$ cat config.mk
export PLATFORM = sky130hd
export DESIGN_NAME = ext_int_source
export DESIGN_NICKNAME = d
export VERILOG_FILES = /design/src/rtl/ext_int_source.sv
export SDC_FILE = /design/constraint.sdc
export NUM_CORES = 1
export LEC_CHECK = 0
export BUFFER_PORTS_ARGS = -buffer_cell sky130_fd_sc_hd__buf_2
export CAP_MARGIN = 20
export CELL_PAD_IN_SITES_DETAIL_PLACEMENT = 0
export CELL_PAD_IN_SITES_GLOBAL_PLACEMENT = 1
export CORE_ASPECT_RATIO = 0.6
export CORE_UTILIZATION = 43
export DETAILED_ROUTE_END_ITERATION = 8
export PLACE_DENSITY = 0.95
export SYNTH_ARGS = -nofsm -noshare
export SYNTH_HDL_FRONTEND = slang
export SYNTH_SLANG_ARGS = --single-unit
$ cat constraint.sdc
create_clock -name clk -period 3.9 [get_ports clk]
set_input_delay 0.39 -clock clk [delete_from_list [all_inputs] [get_ports clk]]
set_output_delay 0.39 -clock clk [all_outputs]
set_load 0.02 [all_outputs]
$ cat src/rtl/ext_int_source.sv
// External interrupt source: raises `interrupt` after a programmed delay and
// holds it until the CPU's interrupt-response write to ACK_ADDR.
module ext_int_source #(
  parameter logic [31:0] ACK_ADDR = 32'h0000_7F20,
  parameter int          CNT_W    = 32
) (
  input  logic        clk,
  input  logic        reset,
  input  logic [31:0] Addr,
  input  logic        WE,
  input  logic [31:0] Din,
  output logic [31:0] Dout,
  input  logic [31:0] int_ack_addr,
  input  logic [3:0]  int_ack_byteen,
  output logic        interrupt
);

  typedef enum logic [1:0] {
    IDLE = 2'd0,
    LOAD = 2'd1,
    CNT  = 2'd2,
    PEND = 2'd3
  } state_t;

  state_t           state;
  logic             ctrl_en;
  logic             ctrl_mode;
  logic [CNT_W-1:0] period;
  logic [CNT_W-1:0] count;
  logic [15:0]      ack_cnt;

  logic ctrl_wr;
  logic period_wr;
  logic ack;

  assign ctrl_wr   = WE && (Addr[3:2] == 2'd0);
  assign period_wr = WE && (Addr[3:2] == 2'd1);
  assign ack       = (int_ack_addr == ACK_ADDR) && (int_ack_byteen != 4'b0000);

  // Address bits outside the word-offset field are not decoded.
  logic unused_addr;
  assign unused_addr = ^{Addr[31:4], Addr[1:0]};

  always_ff @(posedge clk or negedge reset) begin
    if (!reset) begin
      state     <= IDLE;
      ctrl_en   <= 1'b0;
      ctrl_mode <= 1'b0;
      period    <= '0;
      count     <= '0;
      ack_cnt   <= 16'd0;
      interrupt <= 1'b0;
    end else begin
      if (period_wr)
        period <= Din[CNT_W-1:0];
      if (state == PEND && ack)
        ack_cnt <= ack_cnt + 16'd1;

      // A CTRL write overrides whatever the state machine would do this edge.
      if (ctrl_wr) begin
        ctrl_en   <= Din[0];
        ctrl_mode <= Din[1];
        interrupt <= 1'b0;
        if (Din[0]) begin
          state <= LOAD;
        end else begin
          state <= IDLE;
          count <= '0;
        end
      end else begin
        case (state)
          IDLE: ;
          LOAD: begin
            count <= (period == '0) ? CNT_W'(1) : period;
            state <= CNT;
          end
          CNT: begin
            if (count > CNT_W'(1)) begin
              count <= count - CNT_W'(1);
            end else begin
              count     <= '0;
              state     <= PEND;
              interrupt <= 1'b1;
            end
          end
          PEND: begin
            if (ack) begin
              interrupt <= 1'b0;
              if (ctrl_mode && ctrl_en) begin
                state <= LOAD;
              end else begin
                state   <= IDLE;
                ctrl_en <= 1'b0;
              end
            end
          end
          default: state <= IDLE;
        endcase
      end
    end
  end

  always_comb begin
    Dout = 32'd0;
    case (Addr[3:2])
      2'd0: Dout = {30'd0, ctrl_mode, ctrl_en};
      2'd1: Dout = 32'(period);
      2'd2: Dout = 32'(count);
      2'd3: Dout = {ack_cnt, 13'd0, state, interrupt};
      default: Dout = 32'd0;
    endcase
  end

endmodule
[Word level (Yosys, flattened, before mapping)]
Index checks and enable logic that the tools add are counted.
Word-level totals
  bits in registers: 85
  input bits: 103
  logic and storage cells: 58
Operators by class
  $add $sub $neg: 2
  magnitude comparators: 1
  equality and inequality tests: 11
  muxes and demuxes: 20
  reductions and logical operators: 17
Operator list (count)
  2-to-1 mux 32 bit: 4
  one-hot mux 32 bit (4 select lines): 1
  one-hot mux 32 bit (2 select lines): 1
  equality test 32 x 15 -> 1 bit, second input constant: 1
  > comparator 32 x 1 -> 1 bit, second input constant: 1
  zero test 32 bit: 1
  subtractor 32 x 1 -> 32 bit, second input constant: 1
  adder 16 x 1 -> 16 bit, second input constant: 1
  2-to-1 mux 1 bit: 9
  AND reduction 3 bit: 3
  equality test 2 bit, second input constant: 4
  nonzero test 4 bit: 2
  2-to-1 mux 2 bit: 3
  != test 3 bit, second input constant: 2
  one-hot mux 2 bit (3 select lines): 1
  nonzero test 3 bit: 2
  logical AND 1 bit: 5
  equality test 2 x 1 -> 1 bit, second input constant: 2
  != test 2 bit, second input constant: 2
  nonzero test 2 bit: 2
  zero test 2 bit: 1
  one-hot mux 1 bit (2 select lines): 1
  AND reduction 2 bit: 1

[Logic depth before layout (Yosys ltp)]
Gate-level depths: netlist (run 1).
  depth in word-level cells: 5
  mapped depth: 9
  mapped depth without buffers: 7

[Worst setup path after synthesis (run 1)]
Ideal clock, no wire load.
  path kind: register -> register
  from: reg count[19]
  to: reg count[11]
  setup time: 121 ps
  arrival time: 2296 ps
  data required time: 3779 ps
  slack: 1483 ps
  cell stages (with the launch flop): 8
  period minus slack after synthesis: 2417 ps
  path through: dfrtp_1 or4_4 or3_4 or3_1 clkbuf_2 buf_6 a31o_1 a22o_1
Between the ends
  longest elaborated chain between the ends: 4
RTL lines
  start: declaration: RTL line 29  | logic [CNT_W-1:0] count;
  start signal: assignment: RTL line 74  | count <= (period == '0) ? CNT_W'(1) : period;
  start signal: assignment: RTL line 79  | count <= count - CNT_W'(1);
  > comparator 32 x 1 -> 1 bit: RTL line 78  | if (count > CNT_W'(1)) begin
  2-to-1 mux 32 bit: RTL line 78
  one-hot mux 32 bit (2 select lines): RTL line 71  | case (state)
  2-to-1 mux 32 bit: RTL line 60  | if (ctrl_wr) begin
No other way between the ends.
A chain may end at the register's enable or synchronous reset.

[Worst setup path in the final report (run 1)]
  from: reg count[19]
  to: reg count[29]
Between the ends
  longest elaborated chain between the ends: 4
  elaborated cells between the ends (all ways): 5
  classes of those cells: add/sub: 1; order compare: 1; mux: 3
RTL lines (RTL line)
  subtractor 32 x 1 -> 32 bit or > comparator 32 x 1 -> 1 bit (tied branches): 79, 78
  2-to-1 mux 32 bit (*): 78
  one-hot mux 32 bit (2 select lines) (*): 71
  2-to-1 mux 32 bit (*): 60
Mark *: on every way between the ends. The rest lies on a longest branch, timed or not.

==> results of run 1 <==
==> repair_timing <==
item | CTS | global route
hold endpoints to repair | 0 | 12
hold buffers | 0 | 1
gates resized for setup | 0 | 0
==> through the flow <==
| stage | hold WS (ns) | cell area (um2) | utilization (%) |
|---|---|---|---|
| after floorplan | 0.0944 | 4930 | - |
| after global placement | 0.474 | 5640 | 52.0 |
| after detailed placement | 0.479 | 5640 | 52.0 |
| after CTS | 0.266 | 5980 | 55.2 |
| after global routing | 0.268 | 6020 | 55.5 |
| final | 0.276 | 6020 | 55.5 |
==> sequential cells by signal, indices dropped and copies added, names as in the netlist <==
name	cells
count	32
state	2
ack_cnt	16
interrupt	1
ctrl_mode	1
ctrl_en	1
period	32
==> how the worst max path moves through the flow <==
| stage | cells after the start | end | slack, ns | startpoint |
|---|---|---|---|---|
| global route | 5 | count[14] | 0.75 | count[19] |
| detailed placement | 5 | count[29] | 0.91 | count[19] |
| finish | 5 | count[29] | 0.85 | count[19] |
| CTS | 5 | count[29] | 0.90 | count[19] |
| floorplan | 7 | count[11] | 1.48 | count[19] |
| global placement | 5 | count[29] | 0.97 | count[19] |
==> cell usage after synthesis (5+ instances only) <==
cell type / instances
dfrtp_1: 85
mux2_2: 46
a22o_1: 32
nand2_1: 28
nor2_1: 28
o21ai_0: 25
xnor2_1: 22
clkbuf_1: 20
nor4_1: 19
nor3_1: 17
a22oi_1: 15
nand4_1: 15
a21oi_1: 12
nand3_1: 10
inv_1: 9
nor2b_1: 8
a32oi_1: 7
or3_1: 7
a31oi_1: 5
or4_1: 5
==> cell families after synthesis <==
group	Yosys count	share of synthesized area [%]
mux	48	11.4
simple gates	162	18.3
fa+ha+maj	3	0.761
buf+inv	37	3.09
flops	85	43.1
compound gates	127	18.8
xor+xnor	26	4.61
==> worst reg2reg max path: cells and delay by family (launching register included) <==
kind / cells / cell delay [ns]
compound gates: 2 / 0.69
simple gates: 3 / 1.77
flops: 1 / 0.44
==> routing by layer <==
metal | wire length, um | up-vias | global-route usage (%) | part of all wire, %
li1 | - | 2093 | - | -
met2 | 6240 | 255 | 37.4 | 41
met4 | 131 | 0 | 4.80 | 0.86
met1 | 7100 | 2228 | 38.5 | 47
met5 | 0 | - | 0 | 0
met3 | 1680 | 18 | 8.24 | 11
==> cells in the final DEF, fill, tap and decap left out, types with 12 or more instances in the layout <==
cell type / count
buf_2: 104
nor4_1: 19
nor3_1: 17
dfrtp_1: 85
a22o_1: 32
xnor2_1: 22
a22oi_1: 15
buf_4: 14
nor2_1: 28
o21ai_0: 25
nand4_1: 15
a21oi_1: 12
mux2_2: 46
nand2_1: 28
==> power breakdown <==
group,switching (mW),total (mW),internal [mW]
Combinational,0.859,1.51,0.654
Sequential,0.357,1.48,1.13
Clock,0.348,1.00,0.656
Total,1.56,4.00,2.44
==> area by class of cell <==
type	instances	area (um2)	share of cell area, %
clock buffer	11	253	4.20
timing repair buffer	120	663	11.0
clock inverter	4	95.1	1.58
inverter	9	33.8	0.561
multi-input combinational	366	2680	44.4
tap	139	174	2.89
sequential	85	2130	35.3
==> impl_metrics.env, run 1 <==
export IMPL_synth_seq_area_share_pct=43.1
export IMPL_syn_to_final_growth_pct=22.0
export IMPL_post_place_ws_ns=0.915
export IMPL_grt_max_degree=86
export IMPL_power_mw=4.00
export IMPL_rsz0062_at_grt="no"
export IMPL_outcome="finished clean"
export IMPL_setup_viol_count_final=0
export IMPL_die_w_um=140
export IMPL_yosys_register_bits=85
export IMPL_grt_overflow_total=0
export IMPL_avgSynthCellArea_um2=10.1
export IMPL_clock_path_buffers=2
export IMPL_detailedRoute_firstIterationViolations=407
export IMPL_fin_cells=734
export IMPL_nNetsFinal=697
export IMPL_rrSetupSlack_ns=0.85
export IMPL_timing_final_ws_setup_ns=0.852
export IMPL_grt_pass1_vias=4397
export IMPL_regToRegEndpoint="count[29]"
export IMPL_max_freq_mhz=328
export IMPL_clkSinkCount=85
export IMPL_crit_slowest_cell="or3_1"
export IMPL_fill_cells=963
export IMPL_drc=0
export IMPL_fin_skew_ns=0.00614
export IMPL_dp_cells=717
export IMPL_min_from="Din[9]"
export IMPL_wl_per_cell_um=20.6
export IMPL_yosysTopAreaCell="dfrtp_1"
export IMPL_clock_latency_ns=0.34
export IMPL_cts_made_buffers=9
export IMPL_syn_inst=488
export IMPL_h_tree_depth=3
export IMPL_synthTopCellsByArea="dfrtp_1 (43%), mux2_2 (10%), a22o_1 (5.7%), xnor2_1 (3.9%), o21ai_0 (2.5%)"
export IMPL_die_h_um=85.0
export IMPL_rows=29
export IMPL_syn_cell_area_um2=4930
export IMPL_crit_arrival_ns=3.25
export IMPL_n_antenna_cell=0
export IMPL_critPathMaxStageDelay_ns=0.77
export IMPL_path_clk_slew_ns=0.06
export IMPL_r2r_cells=5
export IMPL_grt_pass1_wl_um=23800
export IMPL_synth_top_cell_area_share_pct=43.1
export IMPL_fp_coreArea_um2=10800
export IMPL_cts_tree="done"
export IMPL_async_flop_share_pct=100
export IMPL_ioPinCount=136
export IMPL_critPathTopFamily="simple AND/OR/NAND/NOR gates"
export IMPL_required_ns=4.10
export IMPL_tightest_slew_ns=0.973
export IMPL_hold_class="primary input to flip-flop"
export IMPL_hold_violations=0
export IMPL_worstSetupEndpointType="flip-flop"
export IMPL_start_util_pct=45.5
export IMPL_post_drt_via_cell_ratio=6.26
export IMPL_crit_chain="or4_4 > or3_4 > or3_1 > a21oi_1 > o311ai_0"
export IMPL_drtAntennaViolNets=0
export IMPL_path_buf_inv=0
export IMPL_slew_violations=0
export IMPL_dieArea_um2=11900
export IMPL_cp_start_kind="flip-flop"
export IMPL_p_per_area_nw_per_um2=664
export IMPL_maxSlewHeadroom_pct=34.5
export IMPL_crit_fanout=23
export IMPL_min_period_over_period_pct=78.1
export IMPL_via_count=4594
export IMPL_ys_types=59
export IMPL_hpwl_um=10800
export IMPL_routed_wl_um=15200
export IMPL_antenna_found_initial=0
export IMPL_synth_warnings=0
export IMPL_drv_cap=0
export IMPL_worstHoldEndpoint="period[9]"
export IMPL_synth_edf_count=0
export IMPL_gp_congestion=0.951
export IMPL_cts_root_buf="clkbuf_16"
export IMPL_r2r_start="count[19]"
export IMPL_hold_path_depth=2
export IMPL_first_pass_iters=5
export IMPL_post_cts_buffers=0
export IMPL_path_class="flip-flop to flip-flop"
export IMPL_setup_tns_ns=0
export IMPL_fin_crit_ns=3.05
export IMPL_drive_above_1_share_pct=32.4
export IMPL_irDropWorstVdd_v=0.000277
export IMPL_grt_util_all_layers_pct=26.0
export IMPL_port_buffers=105
export IMPL_synth_ff_type="dfrtp_1"
export IMPL_synth_nets=594
export IMPL_cellLeakagePower_nw=2.60
Note: power is estimated with default switching activity, not from simulation.
==> run 2, diff against run 1 <==
- CORE_UTILIZATION: 43 -> 36
- PLACE_DENSITY: 0.95 -> 0.88
- clock period: 3.9 -> 2.5 ns (I/O delays scaled with it)
==> run 2 against run 1 <==
Clock power is 45% higher. Critical path type unchanged. Sequential power is 51% higher. Cell area is 6.2% higher. Critical endpoint is now count[27]. First-iteration DRC count is 13% higher. Highest routed layer unchanged. Register-to-register slack worse by 0.78 ns. Sequential share of layout area is 2.1 points lower. Sequential cell count stayed put. Clock-buffer cell count is 2 lower. Via count is 4.7% higher. Combinational power is 87% higher. Worst hold slack worse by 0.15 ns.
==> impl_metrics.env, run 2 (synthesis gave the netlist of run 1 again) <==
export IMPL_outcome="finished clean"
export IMPL_final_common_cell="buf_2"
export IMPL_grt_max_degree=45
export IMPL_drive_above_1_share_pct=38.1
export IMPL_via_count=4811
export IMPL_min_period_over_period_pct=97.2
export IMPL_holdWs_ns=0.125
export IMPL_critPathMaxStageDelay_ns=0.55
export IMPL_cts_root_buf="clkbuf_16"
export IMPL_hold_violations=0
export IMPL_cellLeakagePower_nw=2.80
export IMPL_setup_viol_count_final=0
export IMPL_reg_largest_list="count (32), period (32), ack_cnt (16)"
export IMPL_regToRegEndpoint="count[27]"
export IMPL_crit_fanout=7
export IMPL_max_freq_mhz=412
export IMPL_port_buffers=105
export IMPL_post_place_ws_ns=-0.0208
export IMPL_antenna_found_initial=0
export IMPL_place_area_um2=6030
export IMPL_rrSetupSlack_ns=0.07
export IMPL_cts_made_buffers=9
export IMPL_dieArea_um2=14200
export IMPL_hold_class="primary input to flip-flop"
export IMPL_die_w_um=153
export IMPL_cp_start_kind="flip-flop"
export IMPL_critPathMostFrequentCell="or3_4"
export IMPL_grt_pass1_wl_um=26300
export IMPL_mostFrequentLayoutCells="buf_2 (104), dfrtp_1 (85), buf_4 (53), mux2_2 (46), a22o_1 (32)"
export IMPL_crit_chain="or4_4 > or3_4 > or3_4 > buf_6 > a32o_1 > a22o_1"
export IMPL_detailedRoute_firstIterationViolations=458
export IMPL_finalInstanceArea_um2=6390
export IMPL_first_pass_iters=5
export IMPL_nNetsFinal=740
export IMPL_path_clk_slew_ns=0.06
export IMPL_cts_tree="done"
export IMPL_syn_to_final_growth_pct=29.6
export IMPL_fin_crit_ns=2.43
export IMPL_power_mw=6.52
export IMPL_drv_cap=0
export IMPL_path_buf_inv=1
export IMPL_post_drt_via_cell_ratio=5.95
export IMPL_drtAntennaViolNets=0
export IMPL_slew_violations=0
export IMPL_grt_pass1_vias=4765
export IMPL_r2r_cells=6
export IMPL_die_h_um=92.7
export IMPL_n_antenna_cell=0
export IMPL_fp_coreArea_um2=13100
export IMPL_gp_congestion=0.941
export IMPL_clock_path_buffers=2
export IMPL_grt_util_all_layers_pct=24.3
export IMPL_worstHoldEndpoint="ctrl_mode"
export IMPL_crit_arrival_ns=2.67
export IMPL_post_cts_buffers=0
export IMPL_clkSinkCount=85
export IMPL_fin_skew_ns=0.00816
export IMPL_maxSlewHeadroom_pct=58.0
export IMPL_path_class="flip-flop to flip-flop"
export IMPL_tightest_slew_ns=0.627
export IMPL_worstSetupEndpointType="flip-flop"
export IMPL_routed_wl_um=16600
export IMPL_rsz0062_at_grt="no"
export IMPL_drc=0
export IMPL_r2r_start="count[19]"
export IMPL_grt_overflow_total=0
export IMPL_start_util_pct=37.7
export IMPL_p_per_area_nw_per_um2=1020
export IMPL_critPathTopFamily="simple AND/OR/NAND/NOR gates"
export IMPL_crit_slowest_cell="or4_4"
export IMPL_min_from="Din[1]"
export IMPL_irDropWorstVdd_v=0.000467
export IMPL_required_ns=2.74
export IMPL_hpwl_um=12400
export IMPL_rows=32
export IMPL_timing_final_ws_setup_ns=0.0700
export IMPL_ioPinCount=136
export IMPL_clock_latency_ns=0.35
export IMPL_wl_per_cell_um=20.5
export IMPL_h_tree_depth=3
export IMPL_hold_path_depth=3
-- run 2: worst register-to-register path, cell delays in order (launching register included) --
cell     delay (ns)
dfrtp_1        0.37
or4_4          0.55
or3_4          0.39
or3_4          0.41
buf_6          0.15
a32o_1         0.22
a22o_1         0.22
-- run 2: final cells by class --
type,count,area (um2)
Multi-Input combinational cell,366,2700
Fill cell,1204,6700
Sequential cell,85,2130
Timing Repair Buffer,163,1000
Inverter,9,33.8
Clock buffer,9,225
Clock inverter,6,88.8
Tap cell,170,213
-- run 2: what timing repair did --
item	in CTS	in global routing
endpoints found under the hold margin	43	0
cloned	0	0
pin swaps	0	3
hold buffers	1	0
gates resized for setup	2	9
setup endpoints to repair	1	18
-- run 2: worst max path at each step --
stage                   start  slack, ns  depth (start not counted)         to
floorplan           count[19]       0.08                          7  count[11]
global placement    count[19]      -0.06                          7  count[29]
detailed placement  count[19]      -0.02                          7  count[29]
CTS                 count[19]       0.02                          7  count[29]
global route        count[19]      0.005                          7  count[29]
finish              count[19]       0.07                          6  count[27]
-- run 2: layer usage --
layer / GRT usage [%] / share of wire (%) / up-vias
li1: - / - / 2171
met1: 34.8 / 47 / 2356
met2: 34.8 / 42 / 264
met3: 8.14 / 11 / 20
met4: 5.56 / 0.97 / 0
met5: 0 / 0 / -
-- run 2: through the flow --
step	setup TNS (ns)	util (%)	instances
after global placement	-0.0645	46.1	792
after global routing	0	48.8	808
after floorplan	0	-	488
after CTS	0	48.6	808
final	0	48.8	808
after detailed placement	-0.0208	46.1	792
-- run 2: report_power, final --
part           leakage (nW)  switching, mW  internal, mW  total [mW]
sequential             1.06          0.486          1.76        2.24
combinational          1.59           1.55          1.28        2.83
clock                 0.147          0.578         0.869        1.45
